$ cat config.mk
export PLATFORM = sky130hd
export DESIGN_NAME = dec_display_ctrl
export DESIGN_NICKNAME = d
export VERILOG_FILES = /design/src/rtl/dec_display_ctrl.sv
export SDC_FILE = /design/constraint.sdc
export NUM_CORES = 1
export LEC_CHECK = 0
export CAP_MARGIN = 20
export CORE_ASPECT_RATIO = 0.7
export CORE_UTILIZATION = 48
export DETAILED_ROUTE_END_ITERATION = 8
export HOLD_SLACK_MARGIN = 0.1
export PLACE_DENSITY = 0.76
export SYNTH_ARGS = -nofsm -noshare
export SYNTH_HDL_FRONTEND = slang
export SYNTH_SLANG_ARGS = --single-unit
$ cat constraint.sdc
create_clock -name clk -period 2.3 [get_ports clk]
set_input_delay 0.46 -clock clk [delete_from_list [all_inputs] [get_ports clk]]
set_output_delay 0.46 -clock clk [all_outputs]
set_load 0.03 [all_outputs]
$ cat src/rtl/dec_display_ctrl.sv
// Sequential binary-to-BCD display controller for a 3-digit 7-segment bank.
// Double-dabble conversion (one bit per cycle) feeds registered active-low segment outputs.
module dec_display_ctrl #(
    parameter int unsigned BLANK_LEADING = 1
) (
    input  logic       clk,
    input  logic       reset,
    input  logic       in_valid,
    input  logic [7:0] in_data,
    output logic       in_ready,
    output logic       busy,
    output logic       done,
    output logic [9:0] bcd_out,
    output logic [6:0] dec_digit_0_out,
    output logic [6:0] dec_digit_1_out,
    output logic [6:0] dec_digit_2_out
);

    localparam bit         BlankLead    = (BLANK_LEADING != 0);
    localparam logic [6:0] SegBlank     = 7'b111_1111;
    localparam logic [6:0] SegZero      = 7'b100_0000;
    localparam logic [6:0] SegLeadReset = BlankLead ? SegBlank : SegZero;

    typedef enum logic [1:0] {
        StIdle,
        StShift,
        StUpdate
    } state_e;

    state_e      state_q, state_d;
    logic [17:0] shreg_q, shreg_d;
    logic [2:0]  cnt_q, cnt_d;
    logic [9:0]  bcd_q, bcd_d;
    logic [6:0]  seg0_q, seg0_d;
    logic [6:0]  seg1_q, seg1_d;
    logic [6:0]  seg2_q, seg2_d;
    logic        done_q, done_d;

    logic [16:0] adj;
    logic [3:0]  hund_nib;
    logic [3:0]  tens_nib;
    logic [3:0]  ones_nib;
    logic        blank_hund;
    logic        blank_tens;

    function automatic logic [6:0] seg_encode(input logic [3:0] d);
        logic [6:0] s;
        case (d)
            4'd0:    s = 7'b100_0000;
            4'd1:    s = 7'b111_1001;
            4'd2:    s = 7'b010_0100;
            4'd3:    s = 7'b011_0000;
            4'd4:    s = 7'b001_1001;
            4'd5:    s = 7'b001_0010;
            4'd6:    s = 7'b000_0010;
            4'd7:    s = 7'b111_1000;
            4'd8:    s = 7'b000_0000;
            4'd9:    s = 7'b001_0000;
            default: s = SegBlank;
        endcase
        return s;
    endfunction

    // Add-3 correction on the BCD field. Hundreds holds at most 1 before the final
    // shift, so it never needs correcting and bit 17 is always zero going into a shift.
    always_comb begin
        adj = shreg_q[16:0];
        if (shreg_q[11:8] >= 4'd5) begin
            adj[11:8] = shreg_q[11:8] + 4'd3;
        end
        if (shreg_q[15:12] >= 4'd5) begin
            adj[15:12] = shreg_q[15:12] + 4'd3;
        end
    end

    always_comb begin
        hund_nib   = {2'b00, shreg_q[17:16]};
        tens_nib   = shreg_q[15:12];
        ones_nib   = shreg_q[11:8];
        blank_hund = BlankLead && (hund_nib == 4'd0);
        blank_tens = blank_hund && (tens_nib == 4'd0);
    end

    always_comb begin
        state_d = state_q;
        shreg_d = shreg_q;
        cnt_d   = cnt_q;
        bcd_d   = bcd_q;
        seg0_d  = seg0_q;
        seg1_d  = seg1_q;
        seg2_d  = seg2_q;
        done_d  = 1'b0;

        case (state_q)
            StIdle: begin
                if (in_valid) begin
                    shreg_d = {10'b0, in_data};
                    cnt_d   = 3'd0;
                    state_d = StShift;
                end
            end
            StShift: begin
                shreg_d = {adj, 1'b0};
                cnt_d   = cnt_q + 3'd1;
                if (cnt_q == 3'd7) begin
                    state_d = StUpdate;
                end
            end
            StUpdate: begin
                // All display registers load together so the digits change on one edge.
                bcd_d   = shreg_q[17:8];
                seg0_d  = seg_encode(ones_nib);
                seg1_d  = blank_tens ? SegBlank : seg_encode(tens_nib);
                seg2_d  = blank_hund ? SegBlank : seg_encode(hund_nib);
                done_d  = 1'b1;
                state_d = StIdle;
            end
            default: begin
                state_d = StIdle;
            end
        endcase
    end

    always_ff @(posedge clk) begin
        if (reset) begin
            state_q <= StIdle;
            shreg_q <= '0;
            cnt_q   <= '0;
            bcd_q   <= '0;
            seg0_q  <= SegZero;
            seg1_q  <= SegLeadReset;
            seg2_q  <= SegLeadReset;
            done_q  <= 1'b0;
        end else begin
            state_q <= state_d;
            shreg_q <= shreg_d;
            cnt_q   <= cnt_d;
            bcd_q   <= bcd_d;
            seg0_q  <= seg0_d;
            seg1_q  <= seg1_d;
            seg2_q  <= seg2_d;
            done_q  <= done_d;
        end
    end

    assign in_ready        = (state_q == StIdle);
    assign busy            = (state_q != StIdle);
    assign done            = done_q;
    assign bcd_out         = bcd_q;
    assign dec_digit_0_out = seg0_q;
    assign dec_digit_1_out = seg1_q;
    assign dec_digit_2_out = seg2_q;

endmodule
==> flow_summary.toml <==
[floorplan]
ios = 45
start_util = 0.517
die_x_um = 93.6
core_um2 = 5450
die_h_um = 66.1
num_rows = 22
dieArea_um2 = 6190

[global_routing]
grt_pass1_vias = 2153
overflow = 0
antenna_found_initial = 0
grt_max_degree = 30
grtUsageTotal = 0.230
grt_pass1_wl_um = 10600

[sta]
fin_tns_setup_ps = 0
hold_viol = 0
finalSetupViolations = 0
fin_crit_ps = 2230
tightest_slew_ps = 513
max_freq_mhz = 449
timing.final.crit_share = 0.969
fin_skew_ps = 8.51
drv_slew = 0
max-slew-margin-rel = 0.657

[placed_design]
gp_congestion = 0.884
post-dp-hpwl_um = 4680
io_buffers = 44
placed_area_um2 = 3470

[setup_path]
crit_required_ps = 2520
slowest_stage = "dfxtp_2"
max_stage_delay_ps = 370
r2r-start = "shreg_q[12]"
crit_top_cell = "ha_1"
worst-setup-path-type = "reg -> reg"
worstSetupStartpoint = "shreg_q[12]"
startpoint_type = "flip-flop"
cp_max_fo = 4
crit_chain = "inv_1 > ha_1 > nor2b_2 > o21a_1 > o211ai_1 > buf_4 > ha_1 > nor4_1 > a211oi_1"
cp-end-kind = "flip-flop"
worstPathArrival_ps = 2450

[route]
vias = 2518
drt_iter0_markers = 197
wirelength_um = 6600
vias_per_cell = 5.42
wire_per_inst_um = 14.2
dr.pass1.iters = 4
drc = 0
drtAntennaViolNets = 0

[synthesis]
yosys.area.top_type = "dfxtp_1"
netlist_top_cells_count = "dfxtp_1 (66), nand2_1 (65), nor2_1 (22), a21oi_1 (20), ha_1 (16)"
synth_ff_type = "dfxtp_1"
yosys.cell_types.count = 49
synth_seq_area_share = 0.469
synth.area.top_cells = "dfxtp_1 (47%), nand2_1 (8.7%), ha_1 (7.1%), a21oi_1 (3.6%), nor2_1 (2.9%)"
synth_warnings = 0
async_flop_share = 0
syn_area_um2 = 2820
netlist.area_leader.share = 0.469
yosys_register_bits = 66
synth_edf_count = 0
synthMostInstantiatedCell = "dfxtp_1"
synth_fp_nets = 350
syn_avg_cell_area_um2 = 8.73
syn-instance-count = 323

[hold_path]
hold_path.class = "reg -> reg"

[clock_tree]
hold_buffers = 0
cts.htree.levels = 3
cts_buffers = 9
cts.clk_slew.worst_paths_ps = 80
clockBufferDepth = 2
cts_sinks = 66
root_buffer = "clkbuf_8"
cts_tree = "yes"
clock_latency_ps = 340

[power_and_ir_drop]
vdd_drop_max_mv = 0.450
p_leak_nw = 1.49
powerDensity_nw_per_um2 = 664

[final_layout]
fin_util = 0.691
layout-drive-gt1-share = 0.160
fin_nets = 415
stdcell_area_um2 = 3760
diodes = 0
area_delta_synth_final_pct = 33.6

[run]
drv_cap = 0

[run_status]
run_status = "finished clean"
cell type report:
cell class,count,area (um^2)
Clock buffer,9,124
Clock inverter,7,125
Fill cell,443,1690
Inverter,15,56.3
Multi-Input combinational cell,221,1370
Sequential cell,66,1320
Tap cell,72,90.1
Timing Repair Buffer,75,673
power breakdown:
part	total (mW)	switching (mW)	internal, mW
Sequential	1.17	0.00796	1.16
Combinational	0.135	0.0744	0.0606
Clock	1.20	0.472	0.729
Total	2.50	0.555	1.95
stage by stage:
| step | cells | worst slack [ps] | hold WS, ps | power [mW] |
|---|---|---|---|---|
| 6_report | 465 | 70.9 | 440 | 2.50 |
| 4_1_cts | 463 | 38.1 | 443 | 2.52 |
| 3_3_place_gp | 447 | -63.2 | 420 | 1.32 |
| 3_5_place_dp | 447 | -193 | 428 | 1.33 |
| 2_1_floorplan | 323 | 28.7 | 417 | 1.27 |
| 5_1_grt | 465 | -6.45 | 459 | 2.58 |
worst max-delay path: cells and delay by family (launching register included):
family,cells,cell delay (ps)
buffers and inverters,2,240
AO/OA/AOI/OAI,3,570
AND/OR/NAND/NOR,2,470
flip-flops,1,370
adder cells (fa/ha/maj),2,450
routing by layer:
metal  GRT usage  routed length (um)  part of all wire
met5           0                   0                 0
met4      0.0750                  24            0.0036
met3      0.0701                 476             0.072
met2       0.331                2760              0.42
met1       0.327                3340              0.51
path summary, 6_finish.rpt:
kind | endpoint | slack (ps) | cells past startpoint
min | dec_digit_1_out[0] | 440 | 2
max | flip-flop | 70 | 9
max reg2reg | flip-flop | 70 | 9
min reg2reg | dec_digit_1_out[0] | 440 | 2
logic make-up after synthesis:
| group | Yosys count | synth area share |
|---|---|---|
| buffers and inverters | 36 | 0.0537 |
| AOI/OAI and AO/OA | 81 | 0.203 |
| DFF | 66 | 0.469 |
| and+or+nand+nor | 120 | 0.190 |
| adders and majority gates | 16 | 0.0710 |
| muxes | 2 | 0.00710 |
| xor gates and xnor gates | 2 | 0.00622 |
placed cells by master (no fill, tap or decap), types with 3 or more instances in the layout:
cell              n
nand3_1           8
inv_1            13
a22o_1            6
a21oi_1          20
clkdlybuf4s50_1  44
o21ai_0           7
a311oi_1          8
dfxtp_1          64
clkinv_4          3
buf_4            31
ha_1             15
a211oi_1          5
bufinv_16         3
o22ai_1           8
nand2b_1          5
nor2_1           22
and2_1            3
o211ai_1          5
clkbuf_8          9
nand2_1          65
repair_timing:
item / CTS / global route
resized for setup: 0 / 11
buffers inserted: 0 / 2
setup endpoints to repair: 0 / 5
(Power assumes the default switching activity.)
